===== config.mk =====
export PLATFORM = sky130hd
export DESIGN_NAME = seg7_scan_ctrl
export DESIGN_NICKNAME = d
export VERILOG_FILES = /design/src/rtl/seg7_pkg.sv /design/src/rtl/seg7_hex_decoder.sv /design/src/rtl/seg7_scan_ctrl.sv
export SDC_FILE = /design/constraint.sdc
export NUM_CORES = 1
export LEC_CHECK = 0
export CAP_MARGIN = 20
export CORE_AREA = 5 5 153 111
export CTS_CLUSTER_DIAMETER = 40
export DETAILED_ROUTE_END_ITERATION = 7
export DIE_AREA = 0 0 158 116
export GPL_TIMING_DRIVEN = 0
export PLACE_DENSITY = 0.69
export SYNTH_ARGS = -nofsm -noshare
export SYNTH_HDL_FRONTEND = slang
export SYNTH_SLANG_ARGS = --single-unit
export TNS_END_PERCENT = 100

===== constraint.sdc =====
create_clock -name clk -period 3.58 [get_ports clk]
set_input_delay 0.716 -clock clk [delete_from_list [all_inputs] [get_ports clk]]
set_output_delay 0.716 -clock clk [all_outputs]
set_load 0.02 [all_outputs]

===== src/rtl/seg7_pkg.sv =====
// Shared types and the hex-to-segment lookup for the 7-segment scan driver.
package seg7_pkg;

   // Segment vector ordered {g,f,e,d,c,b,a}, active-low (0 = segment on).
   typedef logic [6:0] seg_t;

   localparam seg_t SEG_BLANK = 7'b1111111;

   localparam seg_t SEG_TABLE [16] = '{
      7'b1000000, 7'b1111001, 7'b0100100, 7'b0110000,
      7'b0011001, 7'b0010010, 7'b0000010, 7'b1111000,
      7'b0000000, 7'b0010000, 7'b0001000, 7'b0000011,
      7'b1000110, 7'b0100001, 7'b0000110, 7'b0001110
   };

   function automatic seg_t hex_to_seg(input logic [3:0] nibble);
      return SEG_TABLE[nibble];
   endfunction

endpackage


===== src/rtl/seg7_hex_decoder.sv =====
// Combinational hex nibble to active-low segment pattern.
module seg7_hex_decoder
   import seg7_pkg::*;
(
   input  logic [3:0] nibble,
   output seg_t       seg
);

   assign seg = hex_to_seg(nibble);

endmodule


===== src/rtl/seg7_scan_ctrl.sv =====
// Time-multiplexed 7-segment scanner: frame-synchronous display update,
// per-digit decimal points, leading-zero blanking and PWM brightness.
module seg7_scan_ctrl
   import seg7_pkg::*;
#(
   parameter int NUM_DIGITS = 8,
   parameter int SCAN_DIV   = 100000,
   parameter int BRIGHT_W   = 4,
   parameter int ACTIVE_LOW = 1
) (
   input  logic                    clk,
   input  logic                    reset,
   input  logic [4*NUM_DIGITS-1:0] data_in,
   input  logic [NUM_DIGITS-1:0]   dp_in,
   input  logic                    load,
   input  logic                    lz_blank,
   input  logic [BRIGHT_W-1:0]     brightness,
   output logic [NUM_DIGITS-1:0]   an,
   output logic [6:0]              seg,
   output logic                    dp,
   output logic                    frame_done
);

   localparam int PW = $clog2(SCAN_DIV);
   localparam int IW = (NUM_DIGITS > 1) ? $clog2(NUM_DIGITS) : 1;
   localparam int LW = PW + BRIGHT_W + 1;

   localparam logic [PW-1:0] PRE_LAST = PW'(SCAN_DIV - 1);
   localparam logic [IW-1:0] IDX_LAST = IW'(NUM_DIGITS - 1);

   // Idle (dark) levels for each output in the selected polarity.
   localparam logic [NUM_DIGITS-1:0] AN_OFF  = (ACTIVE_LOW != 0) ? '1 : '0;
   localparam seg_t                  SEG_OFF = (ACTIVE_LOW != 0) ? SEG_BLANK : ~SEG_BLANK;
   localparam logic                  DP_OFF  = (ACTIVE_LOW != 0) ? 1'b1 : 1'b0;

   logic [PW-1:0]           presc;
   logic [IW-1:0]           idx;
   logic [4*NUM_DIGITS-1:0] disp_data;
   logic [NUM_DIGITS-1:0]   disp_dp;
   logic [4*NUM_DIGITS-1:0] pend_data;
   logic [NUM_DIGITS-1:0]   pend_dp;
   logic                    pend_valid;

   logic                    terminal;
   logic                    boundary;
   logic [LW-1:0]           on_limit;
   logic                    lit;

   logic [3:0]              cur_nib;
   logic                    cur_dp;
   logic                    cur_blank;
   logic                    zero_run;
   logic [NUM_DIGITS-1:0]   an_onehot;
   seg_t                    dec_seg;

   logic [NUM_DIGITS-1:0]   an_n;
   seg_t                    seg_n;
   logic                    dp_n;

   assign terminal = (presc == PRE_LAST);
   assign boundary = terminal && (idx == IDX_LAST);

   // Product is kept at full width so no bits are lost before the shift.
   assign on_limit = ((LW'(brightness) + LW'(1)) * LW'(SCAN_DIV)) >> BRIGHT_W;
   assign lit      = (LW'(presc) < on_limit);

   // Prescaler and digit index; the index wraps at NUM_DIGITS-1.
   always_ff @(posedge clk or posedge reset) begin
      if (reset) begin
         presc <= '0;
         idx   <= '0;
      end else if (terminal) begin
         presc <= '0;
         idx   <= (idx == IDX_LAST) ? '0 : idx + IW'(1);
      end else begin
         presc <= presc + PW'(1);
      end
   end

   // Load handshake: stage into pending, commit only at the frame boundary.
   always_ff @(posedge clk or posedge reset) begin
      if (reset) begin
         disp_data  <= '0;
         disp_dp    <= '0;
         pend_data  <= '0;
         pend_dp    <= '0;
         pend_valid <= 1'b0;
      end else if (boundary) begin
         if (load) begin
            disp_data <= data_in;
            disp_dp   <= dp_in;
         end else if (pend_valid) begin
            disp_data <= pend_data;
            disp_dp   <= pend_dp;
         end
         pend_valid <= 1'b0;
      end else if (load) begin
         pend_data  <= data_in;
         pend_dp    <= dp_in;
         pend_valid <= 1'b1;
      end
   end

   // Select the current digit and work out leading-zero blanking, scanning
   // from the most significant nibble down so zero_run covers nibbles N-1..i.
   always_comb begin
      cur_nib   = '0;
      cur_dp    = 1'b0;
      cur_blank = 1'b0;
      zero_run  = 1'b1;
      an_onehot = '0;
      for (int unsigned j = 0; j < NUM_DIGITS; j++) begin
         int unsigned i;
         i        = NUM_DIGITS - 1 - j;
         zero_run = zero_run && (disp_data[4*i +: 4] == 4'h0);
         if (idx == IW'(i)) begin
            cur_nib      = disp_data[4*i +: 4];
            cur_dp       = disp_dp[i];
            cur_blank    = lz_blank && zero_run && (i != 0);
            an_onehot[i] = 1'b1;
         end
      end
   end

   seg7_hex_decoder u_dec (
      .nibble (cur_nib),
      .seg    (dec_seg)
   );

   // Active-low output levels before polarity selection.
   always_comb begin
      an_n  = '1;
      seg_n = SEG_BLANK;
      dp_n  = 1'b1;
      if (lit) begin
         an_n  = ~an_onehot;
         seg_n = cur_blank ? SEG_BLANK : dec_seg;
         dp_n  = ~cur_dp;
      end
   end

   // Registered pin drivers and frame pulse.
   always_ff @(posedge clk or posedge reset) begin
      if (reset) begin
         an         <= AN_OFF;
         seg        <= SEG_OFF;
         dp         <= DP_OFF;
         frame_done <= 1'b0;
      end else begin
         an         <= (ACTIVE_LOW != 0) ? an_n  : ~an_n;
         seg        <= (ACTIVE_LOW != 0) ? seg_n : ~seg_n;
         dp         <= (ACTIVE_LOW != 0) ? dp_n  : ~dp_n;
         frame_done <= boundary;
      end
   end

endmodule


==> results, run 1 <==
- The flow ran to the end, but the final reports show violations.
- The insertion delay of the later-clocked pin in the worst-skew pair is 0.42 ns.
- The power per standard cell area is 426 mW/mm^2.
- Static timing analysis puts the maximum clock frequency at 219 MHz.
- The layout has 1219 filler cells.
- The commonest non-fill, non-tap cell in the layout is sky130_fd_sc_hd__dfrtp_1.
- The worst hold path stage count is 2.
- The final number of max-transition violations is 0.
- The horizontal die dimension is 158 um.
- Once layout is done, the placed cells without fillers occupy 0.00904 mm^2.
- The I/O pin count is 65.
- The area inside the core boundary is 0.0153 mm^2.
- The slack of the critical path is -0.978 ns.
- The share of synthesized registers carrying an async set or reset is 100%.
- The post-route DRC violation count is 0.
- The largest single stage delay on the critical path is 0.43 ns.
- The full die area is 0.0183 mm^2.
- The final hold violation count is 0.
- The pin count of the biggest net entering global routing is 46.
- The final reports fail on negative setup slack.
- The leakage power is 0.00407 uW.
- The critical path arrival is 4.88 ns.
- The critical register-to-register path endpoint is seg[3].
- In this run the worst path has a maximum fanout of 6.
- The clock root buffer is sky130_fd_sc_hd__clkbuf_16.
- The worst setup slack before clock tree synthesis is -2.35 ns.
- Clock-pin slew was measured on the worst setup and hold paths at 0.05 ns.
- Synthesis handed over a netlist of 666 instances.
- After the first detailed-routing iteration, the DRC count stood at 280.
- The global-route usage over all layers is 19.3%.
- Across the run, the number of max-cap violations was 0.
- The final RePlAce weighted congestion is 0.878.
- From bottom edge to top edge, the die measures 116 um.
- The first global-routing pass estimated 28.0 mm of wire.
- The first-pass iteration count of the detailed router is 5.
- Setup repair after global routing could not meet its margin everywhere.
- For the pin with the worst max-slew slack, the measured transition is 0.796 ns.
- Summed over all layers, the global routing overflow is 0.
- The number of antenna violations at the first check in global routing came to 0.
- The sum of negative setup slack is -14.76 ns.
- The count of yosys warnings during synthesis is 0.
- The final-layout worst hold slack is 0.486 ns.
- Clock tree synthesis found a total of 118 sinks.
- The via density per instance is 5.57.
- The most common cell type on the critical path is sky130_fd_sc_hd__ha_4.
- The library cell contributing the largest single delay on the critical path is sky130_fd_sc_hd__a2111oi_4.
- In this run, post-CTS hold repair placed 0 buffers.
- The signal on the critical path passes through buf_12 > ha_4 > and3_4 > ha_4 > xnor2_2 > ha_1 > ha_4 > ha_4 > a21o_1 > a21oi_4 > o21ai_4 > a2111oi_4 > o41ai_4 > xnor2_1 > ha_1 > o21a_1 > o21a_1 > o211ai_1 > a21oi_2 > o311ai_4 > and2_4 > o211ai_1.
- The count of port buffers added during placement is 63.
- The total detailed-routing wirelength is 17.1 mm.
- The end point of the most critical hold path is pend_valid.
- The path class of the lowest-slack min-delay path is flop to flop.
- The synthesized area per cell is 10.6 um^2.
- Cells with a size suffix above 1 make up 21.2% of the layout.
- The synthesized design contains 0 enable-type register cells.
- Between clock sinks in the finished design, the worst skew comes to 0.0105 ns.
- The final worst-path cycle share is 127%.
- The number of diodes added for antenna fixing is 0.
- The time the final worst path needs with I/O delays and setup is 4.56 ns.
- The data required time at the worst endpoint is 3.90 ns.
- In the synthesized netlist the dominant register cell turns out to be sky130_fd_sc_hd__dfrtp_1.
- The sort of element at the start of the critical path is a primary input.
- The H-tree was split into 4 levels.
- The category of the critical setup timing path is primary input to flop.
- Measured against its own limit, the worst slew margin works out to 46.8%.
- For the worst flop-to-flop path, the logic depth is 13.
- For this configuration, the core starts out at a cell density of 46.4%.
- The number of nets in the synthesized netlist is 775.
- From synthesis to final layout, the design area changed by 27.7%.
- Summing all placed instances gives a cell area of 0.00817 mm^2.
- In this run the cell area of the synthesized design comes to 0.00708 mm^2.
- Counting both buffers and inverters, the worst setup path holds a total of 1.
- Synthesis inferred 118 register bits.
- The count of vias placed by the detailed router is 5458.
- The clock buffer count from CTS is 17.
- The critical path's top delay family is compound AO/OA/AOI/OAI gates.
- The placed wire-length estimate after detailed placement is 12.5 mm.
- In the layout the commonest cells are 102 x sky130_fd_sc_hd__dfrtp_1, 77 x sky130_fd_sc_hd__nand2_1, 59 x sky130_fd_sc_hd__clkdlybuf4s50_1.
- The number of distinct library cells after synthesis is 64.
- The initialized floorplan defines 38 standard-cell rows.
- The endpoint class of the critical path is a flop.
- In this run the remaining antenna-violating nets after routing total 0.
- TritonCTS built the clock tree.
- The number of global-route vias before repair came to 5516.
- The detail-routed net length per standard cell is 17.5 um.
- The maximum vdd drop is 0.325 mV.
- Setup violations remaining at the end of the flow were counted as 16.
- The share of synthesized area occupied by flip-flops and latches is 42.0%.
- The worst flop-to-flop path startpoint is idx[1].
- The worst hold path begins at pend_valid.
- The count of nets after finishing is 877.
- Counting along the longest clock path gives a buffer depth of 2.
- In this run the register-to-register setup slack is 0.32 ns.
how the worst max path moves through the flow:
| stage | start | endpoint | slack, ns | cells after the start |
|---|---|---|---|---|
| after global placement | brightness[0] | seg[1] | -2.23 | 22 |
| after floorplan | brightness[1] | seg[1] | -1.0 | 21 |
| after CTS | brightness[0] | seg[4] | -0.94 | 22 |
| after detailed placement | brightness[0] | seg[4] | -2.35 | 22 |
| after global routing | brightness[0] | seg[1] | -1.14 | 23 |
| final | brightness[0] | seg[4] | -0.98 | 22 |
state kept, by name, summed over array words and instances (netlist names):
register,count
disp_data,32
pend_data,32
presc,17
an,8
disp_dp,8
pend_dp,8
seg,7
idx,3
dp,1
frame_done,1
pend_valid,1
cells by family after synthesis:
family	count (synthesis)	synth area share (%)
compound gates	137	12.2
flops	118	42.0
fa+ha+maj	61	10.9
buf+inv	60	4.30
simple gates	174	11.8
xor+xnor	29	3.59
mux	87	15.2
tightest hold or removal path, cell delays in order, from the launching register on:
cell	delay (ns)
sky130_fd_sc_hd__dfrtp_1	0.32
sky130_fd_sc_hd__nor2_1	0.04
sky130_fd_sc_hd__nor2_1	0.08
power breakdown:
| group | total, uW | internal [uW] | switching, uW |
|---|---|---|---|
| Clock | 1750 | 1160 | 592 |
| Combinational | 694 | 363 | 330 |
| Sequential | 1410 | 1380 | 24.5 |
final cells by class:
| cell class | instances | area [um^2] | share of cell area, % |
|---|---|---|---|
| Multi-Input combinational cell | 488 | 4070 | 45.1 |
| Sequential cell | 118 | 2970 | 32.9 |
| Timing Repair Buffer | 83 | 820 | 9.07 |
| Buffer | 33 | 203 | 2.24 |
| Clock buffer | 23 | 488 | 5.40 |
| Inverter | 27 | 109 | 1.20 |
| Tap cell | 200 | 250 | 2.77 |
| Clock inverter | 8 | 121 | 1.34 |
repair_timing:
item	in CTS	in global routing
setup buffers	12	6
gates resized for setup	35	7
pin swaps	22	20
setup endpoints to repair	16	16
layer usage:
metal	wire length, um	global-route usage [%]	up-vias
met3	991	4.03	25
met2	7520	29.1	170
li1	-	-	2584
met4	237	5.51	0
met5	0	0	-
met1	8390	28.4	2679
cells in the mapped netlist (all sizes together) (5+ instances only):
cell    instances  area share [%]
clkbuf         18            0.95
o21ai          58             4.1
mux2           44             9.1
ha             60              11
dfstp          16             5.9
nand3          17             1.2
and2            5            0.48
inv            27             1.4
nand2b          6            0.64
buf            15             1.9
a31oi           6            0.62
dfrtp         102              36
a21oi          23             1.6
nand2          78             4.1
nor4            7            0.62
a211oi          5            0.53
o211ai          8            0.85
o22ai           5            0.44
nand4           6            0.53
xor2           14             1.7
mux2i          43             6.1
nor2           27             1.4
xnor2          15             1.9
and3            9            0.80
per-stage QoR:
step	util [%]	std cells	power, uW
after floorplan	-	666	1870
after global placement	53.2	929	2010
after detailed placement	53.5	931	2040
after CTS	58.7	974	3850
after global routing	59.2	980	4010
final	59.2	980	3850
Power figures use the tool's default switching activity.
==> inputs of run 2 (changes only) <==
--- a/config.mk
+++ b/config.mk
@@ -6,12 +6,12 @@
 export NUM_CORES = 1
 export LEC_CHECK = 0
 export CAP_MARGIN = 20
-export CORE_AREA = 5 5 153 111
+export CORE_AREA = 5 5 156 113
 export CTS_CLUSTER_DIAMETER = 40
 export DETAILED_ROUTE_END_ITERATION = 7
-export DIE_AREA = 0 0 158 116
+export DIE_AREA = 0 0 161 118
 export GPL_TIMING_DRIVEN = 0
-export PLACE_DENSITY = 0.69
+export PLACE_DENSITY = 0.67
 export SYNTH_ARGS = -nofsm -noshare
 export SYNTH_HDL_FRONTEND = slang
 export SYNTH_SLANG_ARGS = --single-unit
==> results, run 2 (synthesis gave the netlist of run 1 again) <==
- Outcome: complete, but fails checks (unchanged).
- Failing checks: negative setup slack (unchanged).
- The stage delay of the slowest cell on the critical path is 0.32 ns (was 0.43 ns).
- The number of global-route vias before repair is 5543 (was 5516).
- The sort of element at the start of the critical path is a primary input (unchanged).
- The maximum fanout count along the critical path is 6 (unchanged).
- The global-route usage over all layers came to 18.2% (was 19.3%).
- The horizontal die dimension is 161 um (was 158 um).
- The buffer levels on the longest clock path is 2 (unchanged).
- The endpoint class of the critical path is a flop (unchanged).
- The timing-limited maximum frequency was 225 MHz (was 219 MHz).
- Registers with the most flip-flops: disp_data (32), pend_data (32), presc (17) (unchanged).
- The number of clock sinks is 118 (unchanged).
- The global-route wire length before repair is 28.3 mm (was 28.0 mm).
- The data required time at the worst endpoint is 3.90 ns (about the same).
- The CTS tree is built (unchanged).
- The count of port buffers added during placement was 63 (unchanged).
- The full die area is 0.0190 mm^2 (was 0.0183 mm^2).
- The leakage power came to 0.00403 uW (was 0.00407 uW).
- The commonest non-fill, non-tap cell in the layout is sky130_fd_sc_hd__dfrtp_1 (unchanged).
- The power per standard cell area is 420 mW/mm^2 (was 426 mW/mm^2).
- The insertion delay of the later-clocked pin in the worst-skew pair is 0.41 ns (was 0.42 ns).
- The post-route DRC violation count is 0 (unchanged).
- The library cell contributing the largest single delay on the critical path is sky130_fd_sc_hd__a2111oi_4 (unchanged).
- The number of cells in the finished layout apart from fillers is 982 (was 980).
- The count of vias placed by the detailed router was 5312 (was 5458).
- The total detailed-routing wirelength is 16.9 mm (was 17.1 mm).
- The first-pass iteration count of the detailed router is 4 (was 5).
- The CTS clock-pin slew for the worst setup and hold paths is 0.05 ns (about the same).
- The global-route congestion overflow total came to 0 (unchanged).
- The time the final worst path needs with I/O delays and setup is 4.44 ns (was 4.56 ns).
- Unrepaired setup endpoints after global routing: true (unchanged).
- The category of the critical setup timing path is primary input to flop (unchanged).
- The final worst-path cycle share is 124% (was 127%).
- The count of nets after finishing is 874 (was 877).
- The final number of max-transition violations is 0 (unchanged).
- The count of final setup violators is 16 (unchanged).
- The final hold violation count came to 0 (unchanged).
- The number of max-cap violations was 0 (unchanged).
- The iteration-0 DRC count of the detailed router is 315 (was 280).
- The count of hold buffers inserted by post-cts repair is 0 (unchanged).
- The number of diodes added for antenna fixing was 0 (unchanged).
- The number of antenna violations at the first check in global routing is 0 (unchanged).
- The layout overhead on the synthesized area is 26.7% (was 27.7%).
- The critical path arrival is 4.76 ns (was 4.88 ns).
- Sequence of cells on the critical path: buf_12 > ha_4 > and3_4 > ha_4 > xnor2_2 > ha_1 > ha_4 > ha_4 > a21o_1 > a21oi_2 > o21ai_4 > a2111oi_4 > o41ai_2 > xnor2_1 > ha_1 > o21a_1 > o21a_1 > o211ai_1 > a21oi_2 > o311ai_4 > and2_4 > o211ai_1 (was buf_12 > ha_4 > and3_4 > ha_4 > xnor2_2 > ha_1 > ha_4 > ha_4 > a21o_1 > a21oi_4 > o21ai_4 > a2111oi_4 > o41ai_4 > xnor2_1 > ha_1 > o21a_1 > o21a_1 > o211ai_1 > a21oi_2 > o311ai_4 > and2_4 > o211ai_1).
- The height of the die is 118 um (was 116 um).
- The count of fill cells added during filler insertion came to 1342 (was 1219).
- The slack of the critical path is -0.858 ns (was -0.978 ns).
- The effective utilization at floorplan is 44.2% (was 46.4%).
- The final RePlAce weighted congestion came to 0.864 (was 0.878).
- The residual antenna-violating net count after detailed routing is 0 (unchanged).
- The final-layout worst hold slack was 0.483 ns (was 0.486 ns).
- The clock tree skew after final layout is 0.0107 ns (was 0.0105 ns).
- The H-tree depth reported by CTS is 4 (unchanged).
- The number of cell rows was 39 (was 38).
- The slew at the pin closest to its max-slew limit was 0.834 ns (was 0.796 ns).
- The fraction of layout instances using a drive strength above 1 was 20.3% (was 21.2%).
- The clock root buffer is sky130_fd_sc_hd__clkbuf_16 (unchanged).
- The area inside the core boundary is 0.0160 mm^2 (was 0.0153 mm^2).
- The clock buffer count from CTS is 17 (unchanged).
- The most common cell type on the critical path is sky130_fd_sc_hd__ha_4 (unchanged).
- The headroom to the max-slew limit came to 44.3% (was 46.8%).
- The post-placement cell count is 936 (was 931).
- The path class of the lowest-slack min-delay path is flop to flop (unchanged).
- The pin count of the biggest net entering global routing is 43 (was 46).
- The detail-routed net length per standard cell came to 17.2 um (was 17.5 um).
- The via density per instance is 5.41 (was 5.57).
- The maximum vdd drop is 0.344 mV (was 0.325 mV).
- The placed wire-length estimate after detailed placement is 12.7 mm (was 12.5 mm).
- Most frequent cells in the layout: 102 x sky130_fd_sc_hd__dfrtp_1, 77 x sky130_fd_sc_hd__nand2_1, 59 x sky130_fd_sc_hd__clkdlybuf4s50_1 (unchanged).
- The I/O pin count is 65 (unchanged).
## run 2: cell count changes in the layout (fill, tap and decap cells not counted), sizes merged
cell / change
buf: -2
clkdlybuf4s15: -1
clkinv: -1
clkinvlp: +1
## run 2: worst paths after layout
path                       slack, ns  cells past startpoint      endpoint          start
setup / recovery               -0.86                     22        seg[4]  brightness[0]
max in group asynchronous       1.82                      4  disp_data[2]          reset
hold / removal                  0.48                      2  disp_data[2]   disp_data[2]
hold reg to reg                 0.48                      2  disp_data[2]   disp_data[2]
min in group asynchronous       0.82                      2      presc[4]          reset
setup reg to reg                0.17                     12        seg[3]         idx[0]
## run 2: repair_timing
action / in CTS / in global routing
endpoints found under the setup margin: 16 / 16
buffers inserted: 12 / 3
pin swaps: 14 / 3
gates resized for setup: 38 / 3
## run 2: report_power, final
part           leakage [uW]  internal, uW  switching [uW]
logic               0.00228           358             312
clock network      0.000269          1110             583
registers           0.00148          1380            25.4
## run 2: area by class of cell
class | instances | area (um^2) | area share (%)
Inverter | 27 | 109 | 1.21
Tap cell | 205 | 256 | 2.86
Sequential cell | 118 | 2970 | 33.2
Clock inverter | 8 | 125 | 1.40
Clock buffer | 23 | 458 | 5.11
Multi-Input combinational cell | 488 | 4050 | 45.1
Timing Repair Buffer | 80 | 795 | 8.86
Buffer | 33 | 203 | 2.26
## run 2: critical path: cells and delay by family
family          cells  cell delay, ns
compound gates     11            1.70
fa+ha+maj           6            1.47
simple gates        2            0.45
xor+xnor            2            0.29
buf+inv             1            0.12
## run 2: stage by stage
stage	area (um^2)	util [%]	setup WS, ns	power, uW	TNS (ns)
5_1_grt	8960	56.0	-1.01	3930	-15.68
3_5_place_dp	8170	51.1	-2.31	2040	-35.20
2_1_floorplan	7240	-	-0.999	1870	-14.33
4_1_cts	8940	55.8	-0.824	3770	-12.50
6_report	8960	56.0	-0.858	3770	-13.11
3_3_place_gp	8130	50.8	-2.23	2010	-33.77
## run 2: routing by layer
layer | vias to the layer above | wire, um | global-route usage [%] | share of wire (%)
met5 | - | 0 | 0 | 0
met4 | 0 | 154 | 4.26 | 0.91
met3 | 18 | 981 | 4.66 | 5.8
met2 | 139 | 7270 | 26.8 | 43
met1 | 2578 | 8520 | 26.9 | 50
li1 | 2577 | - | - | -
==> inputs of run 3 (changes only) <==
--- a/config.mk
+++ b/config.mk
@@ -6,13 +6,14 @@
 export NUM_CORES = 1
 export LEC_CHECK = 0
 export CAP_MARGIN = 20
-export CORE_AREA = 5 5 156 113
+export CORE_AREA = 5 5 157 114
 export CTS_CLUSTER_DIAMETER = 40
 export DETAILED_ROUTE_END_ITERATION = 7
-export DIE_AREA = 0 0 161 118
+export DIE_AREA = 0 0 162 119
 export GPL_TIMING_DRIVEN = 0
 export PLACE_DENSITY = 0.67
 export SYNTH_ARGS = -nofsm -noshare
 export SYNTH_HDL_FRONTEND = slang
+export SYNTH_HIERARCHICAL = 1
 export SYNTH_SLANG_ARGS = --single-unit
 export TNS_END_PERCENT = 100
==> results, run 3 <==
- Outcome: complete, but fails checks (unchanged).
- Failing checks: negative setup slack (unchanged).
- The pin count of the biggest net entering global routing came to 45 (was 43).
- The synthesized instance count is 668 (was 666).
- The synthesized area per cell is 10.7 um^2 (was 10.6 um^2).
- Top cell types by occurrence after synthesis: 102 x sky130_fd_sc_hd__dfrtp_1, 66 x sky130_fd_sc_hd__nor2_1, 61 x sky130_fd_sc_hd__ha_1 (was 102 x sky130_fd_sc_hd__dfrtp_1, 78 x sky130_fd_sc_hd__nand2_1, 60 x sky130_fd_sc_hd__ha_1).
- The largest area contributor in the netlist was sky130_fd_sc_hd__dfrtp_1 (unchanged).
- The global-route congestion overflow total is 0 (unchanged).
- The number of synthesized flops with an enable pin was 0 (unchanged).
- The cell internal power dissipation is 2750 uW (was 2850 uW).
- The final RePlAce weighted congestion is 0.858 (was 0.864).
- The number of global-route vias before repair is 5691 (was 5543).
- The final worst-path cycle share is 128% (was 124%).
- The power per standard cell area came to 409 mW/mm^2 (was 420 mW/mm^2).
- The count of final setup violators is 16 (unchanged).
- The number of cell rows came to 39 (unchanged).
- The area inside the core boundary is 0.0161 mm^2 (was 0.0160 mm^2).
- The first-pass iteration count of the detailed router is 5 (was 4).
- The headroom to the max-slew limit is 42.7% (was 44.3%).
- The number of nets in the synthesized netlist is 778 (was 775).
- The detail-routed net length per standard cell is 18.0 um (was 17.2 um).
- The via density per instance is 5.51 (was 5.41).
- The maximum vdd drop is 0.338 mV (was 0.344 mV).
- The total detailed-routing wirelength is 18.0 mm (was 16.9 mm).
- The CTS clock-pin slew for the worst setup and hold paths is 0.06 ns (was 0.05 ns).
- The iteration-0 DRC count of the detailed router came to 343 (was 315).
- The post-synthesis cell area is 0.00715 mm^2 (was 0.00708 mm^2).
- The post-placement cell count is 938 (was 936).
- The placed wire-length estimate after detailed placement is 13.3 mm (was 12.7 mm).
- The number of storage elements in the synthesis netlist is 118 (unchanged).
- Synth top area cells: sky130_fd_sc_hd__dfrtp_1 36%, sky130_fd_sc_hd__ha_1 11%, sky130_fd_sc_hd__mux2_2 6.5% (was sky130_fd_sc_hd__dfrtp_1 36%, sky130_fd_sc_hd__ha_1 11%, sky130_fd_sc_hd__mux2_4 8.5%).
- The post-route total power is 3790 uW (was 3770 uW).
- The fraction of post-synthesis cell area in the top cell type by area is 35.7% (was 36.1%).
- The count of yosys warnings during synthesis is 6 (was 0).
- The clock root buffer is sky130_fd_sc_hd__clkbuf_16 (unchanged).
- The data required time at the worst endpoint is 3.88 ns (was 3.90 ns).
- The CTS tree is built (unchanged).
- The net switching power came to 1040 uW (was 921 uW).
- The insertion delay of the later-clocked pin in the worst-skew pair is 0.42 ns (was 0.41 ns).
- The count of port buffers added during placement came to 63 (unchanged).
- The library cell contributing the largest single delay on the critical path was sky130_fd_sc_hd__xor2_4 (was sky130_fd_sc_hd__a2111oi_4).
- The height of the die came to 119 um (was 118 um).
- The I/O pin count is 65 (unchanged).
- The cell with the most instances after synthesis is sky130_fd_sc_hd__dfrtp_1 (unchanged).
- The slack of the critical path was -1.01 ns (was -0.858 ns).
- The timing-limited maximum frequency was 218 MHz (was 225 MHz).
- The fraction of layout instances using a drive strength above 1 was 28.2% (was 20.3%).
- Most frequent cells in the layout: 102 x sky130_fd_sc_hd__dfrtp_1, 66 x sky130_fd_sc_hd__nor2_1, 59 x sky130_fd_sc_hd__clkdlybuf4s50_1 (was 102 x sky130_fd_sc_hd__dfrtp_1, 77 x sky130_fd_sc_hd__nand2_1, 59 x sky130_fd_sc_hd__clkdlybuf4s50_1).
- The clock tree skew after final layout is 0.00952 ns (was 0.0107 ns).
- The final number of max-transition violations came to 0 (unchanged).
- The count of nets after finishing is 891 (was 874).
- The commonest non-fill, non-tap cell in the layout is sky130_fd_sc_hd__dfrtp_1 (unchanged).
- The share of power burned in registers is 37.0% (was 37.4%).
- The share of power burned in combinational logic came to 21.3% (was 17.8%).
- The number of max-cap violations was 0 (unchanged).
- The share of synthesized area occupied by flip-flops and latches was 41.6% (was 42.0%).
- The number of clock sinks is 118 (unchanged).
- Registers with the most flip-flops: disp_data (32), pend_data (32), presc (17) (unchanged).
- The full die area is 0.0193 mm^2 (was 0.0190 mm^2).
- The switching share of power is 27.4% (was 24.4%).
- The number of cells in the finished layout apart from fillers is 999 (was 982).
- The residual antenna-violating net count after detailed routing came to 0 (unchanged).
- The slew at the pin closest to its max-slew limit is 0.855 ns (was 0.834 ns).
- The clock power share is 41.7% (was 44.8%).
- Unrepaired setup endpoints after global routing: true (unchanged).
- The global-route usage over all layers is 18.8% (was 18.2%).
- The endpoint class of the critical path is a flop (unchanged).
- The share of synthesized registers carrying an async set or reset was 100% (unchanged).
- Sequence of cells on the critical path: buf_12 > ha_4 > xor2_4 > ha_4 > xnor2_4 > ha_4 > a21o_1 > ha_4 > ha_4 > buf_4 > o21a_1 > o22ai_4 > o21a_1 > and2_4 > xor2_1 > ha_1 > o21a_1 > o21ai_2 > a221oi_2 > o311ai_4 > buf_6 > o211ai_1 (was buf_12 > ha_4 > and3_4 > ha_4 > xnor2_2 > ha_1 > ha_4 > ha_4 > a21o_1 > a21oi_2 > o21ai_4 > a2111oi_4 > o41ai_2 > xnor2_1 > ha_1 > o21a_1 > o21a_1 > o211ai_1 > a21oi_2 > o311ai_4 > and2_4 > o211ai_1).
- The category of the critical setup timing path is primary input to flop (unchanged).
- The H-tree depth reported by CTS is 4 (unchanged).
- The layout overhead on the synthesized area came to 29.7% (was 26.7%).
- The critical path arrival came to 4.89 ns (was 4.76 ns).
- The effective utilization at floorplan was 44.4% (was 44.2%).
- The sort of element at the start of the critical path was a primary input (unchanged).
- The global-route wire length before repair is 29.3 mm (was 28.3 mm).
- The path class of the lowest-slack min-delay path is flop to flop (unchanged).
- The horizontal die dimension came to 162 um (was 161 um).
- The time the final worst path needs with I/O delays and setup was 4.59 ns (was 4.44 ns).
- The final-layout worst hold slack was 0.501 ns (was 0.483 ns).
- The primary flip-flop cell chosen by synthesis mapping was sky130_fd_sc_hd__dfrtp_1 (unchanged).
- The count of fill cells added during filler insertion is 1325 (was 1342).
- The count of vias placed by the detailed router came to 5503 (was 5312).
- The stage delay of the slowest cell on the critical path was 0.32 ns (about the same).
- The count of hold buffers inserted by post-cts repair is 0 (unchanged).
- The maximum fanout count along the critical path is 6 (unchanged).
- The number of diodes added for antenna fixing is 0 (unchanged).
- The leakage power is 0.00396 uW (was 0.00403 uW).
- The buffer levels on the longest clock path is 2 (unchanged).
- The most common cell type on the critical path is sky130_fd_sc_hd__ha_4 (unchanged).
- The number of distinct library cells after synthesis is 69 (was 64).
- The clock buffer count from CTS is 17 (unchanged).
- The number of antenna violations at the first check in global routing came to 0 (unchanged).
- The post-route DRC violation count is 0 (unchanged).
- The final hold violation count was 0 (unchanged).
-- run 3: changes by cell type after synthesis, moves of 6 or more --
| cell | before | now |
|---|---|---|
| sky130_fd_sc_hd__nor2_1 | 27 | 66 |
| sky130_fd_sc_hd__inv_1 | 27 | 35 |
| sky130_fd_sc_hd__nand2_1 | 78 | 27 |
| sky130_fd_sc_hd__mux2_2 | 4 | 41 |
| sky130_fd_sc_hd__o211ai_1 | 8 | 14 |
| sky130_fd_sc_hd__mux2_4 | 40 | 0 |
| sky130_fd_sc_hd__buf_6 | 0 | 9 |
| sky130_fd_sc_hd__a21oi_2 | 0 | 40 |
| sky130_fd_sc_hd__o21ai_0 | 57 | 24 |
-- run 3: area by class of cell --
type	count	area, um^2	area share (%)
flip-flops and latches	118	2970	32.0
clock buffers	20	437	4.71
inverters	35	139	1.50
clock inverters	12	106	1.15
multi-input cells	483	4220	45.5
plain buffers	32	221	2.39
repair buffers	94	920	9.91
well taps	205	256	2.77
-- run 3: timing repair --
item,in CTS,in global routing
setup endpoints to repair,16,16
gates resized for setup,52,15
pin swaps,27,23
buffers inserted,16,13
-- run 3: path summary, 6_finish.rpt --
| path | from | end | slack (ns) | depth (start not counted) |
|---|---|---|---|---|
| setup reg to reg | idx[0] | seg[3] | -0.09 | 15 |
| min in group asynchronous | reset | pend_dp[1] | 0.78 | 2 |
| hold reg to reg | presc[0] | presc[0] | 0.50 | 1 |
| setup / recovery | brightness[0] | an[2] | -1.01 | 22 |
| max in group asynchronous | reset | seg[3] | 1.77 | 4 |
| hold / removal | presc[0] | presc[0] | 0.50 | 1 |
-- run 3: metrics by stage --
| step | cell area, um^2 | worst slack (ns) | util (%) | TNS (ns) |
|---|---|---|---|---|
| 2_1_floorplan | 7310 | -0.834 | - | -12.88 |
| 3_3_place_gp | 8200 | -2.36 | 50.9 | -35.34 |
| 3_5_place_dp | 8240 | -2.46 | 51.2 | -37.01 |
| 4_1_cts | 9090 | -0.934 | 56.4 | -13.53 |
| 5_1_grt | 9280 | -1.21 | 57.6 | -18.37 |
| 6_report | 9280 | -1.01 | 57.6 | -15.18 |
-- run 3: logic make-up (layout without fill, tap and decap cells) --
kind of cell               count (synthesis)  in the layout  share of synthesized area (%)
AOI/OAI and AO/OA                        141            141                           14.7
adders and majority gates                 62             62                           10.9
muxes                                     86             86                           13.0
DFF                                      118            118                           41.6
buffers and inverters                     67            193                           4.76
xor gates and xnor gates                  28             28                           3.43
and+or+nand+nor                          166            166                           11.7
-- run 3: critical path, delay by kind of cell --
family | cells | cell delay (ns)
compound gates | 9 | 1.76
xor+xnor | 3 | 0.46
fa+ha+maj | 6 | 1.36
buf+inv | 3 | 0.44
simple gates | 1 | 0.15
-- run 3: power groups by stage --
stage	combinational (uW)	sequential [uW]	clock, uW
floorplan	454	1420	0
global placement	603	1420	0
detailed placement	635	1430	0
CTS	712	1400	1600
global route	890	1410	1670
finish	810	1400	1580
-- run 3: routing by layer --
metal / GRT usage (%) / up-vias / routed length, um
li1: - / 2642 / -
met1: 27.6 / 2709 / 8810
met2: 28.5 / 135 / 8130
met3: 3.56 / 17 / 880
met4: 5.07 / 0 / 189
met5: 0 / - / 0
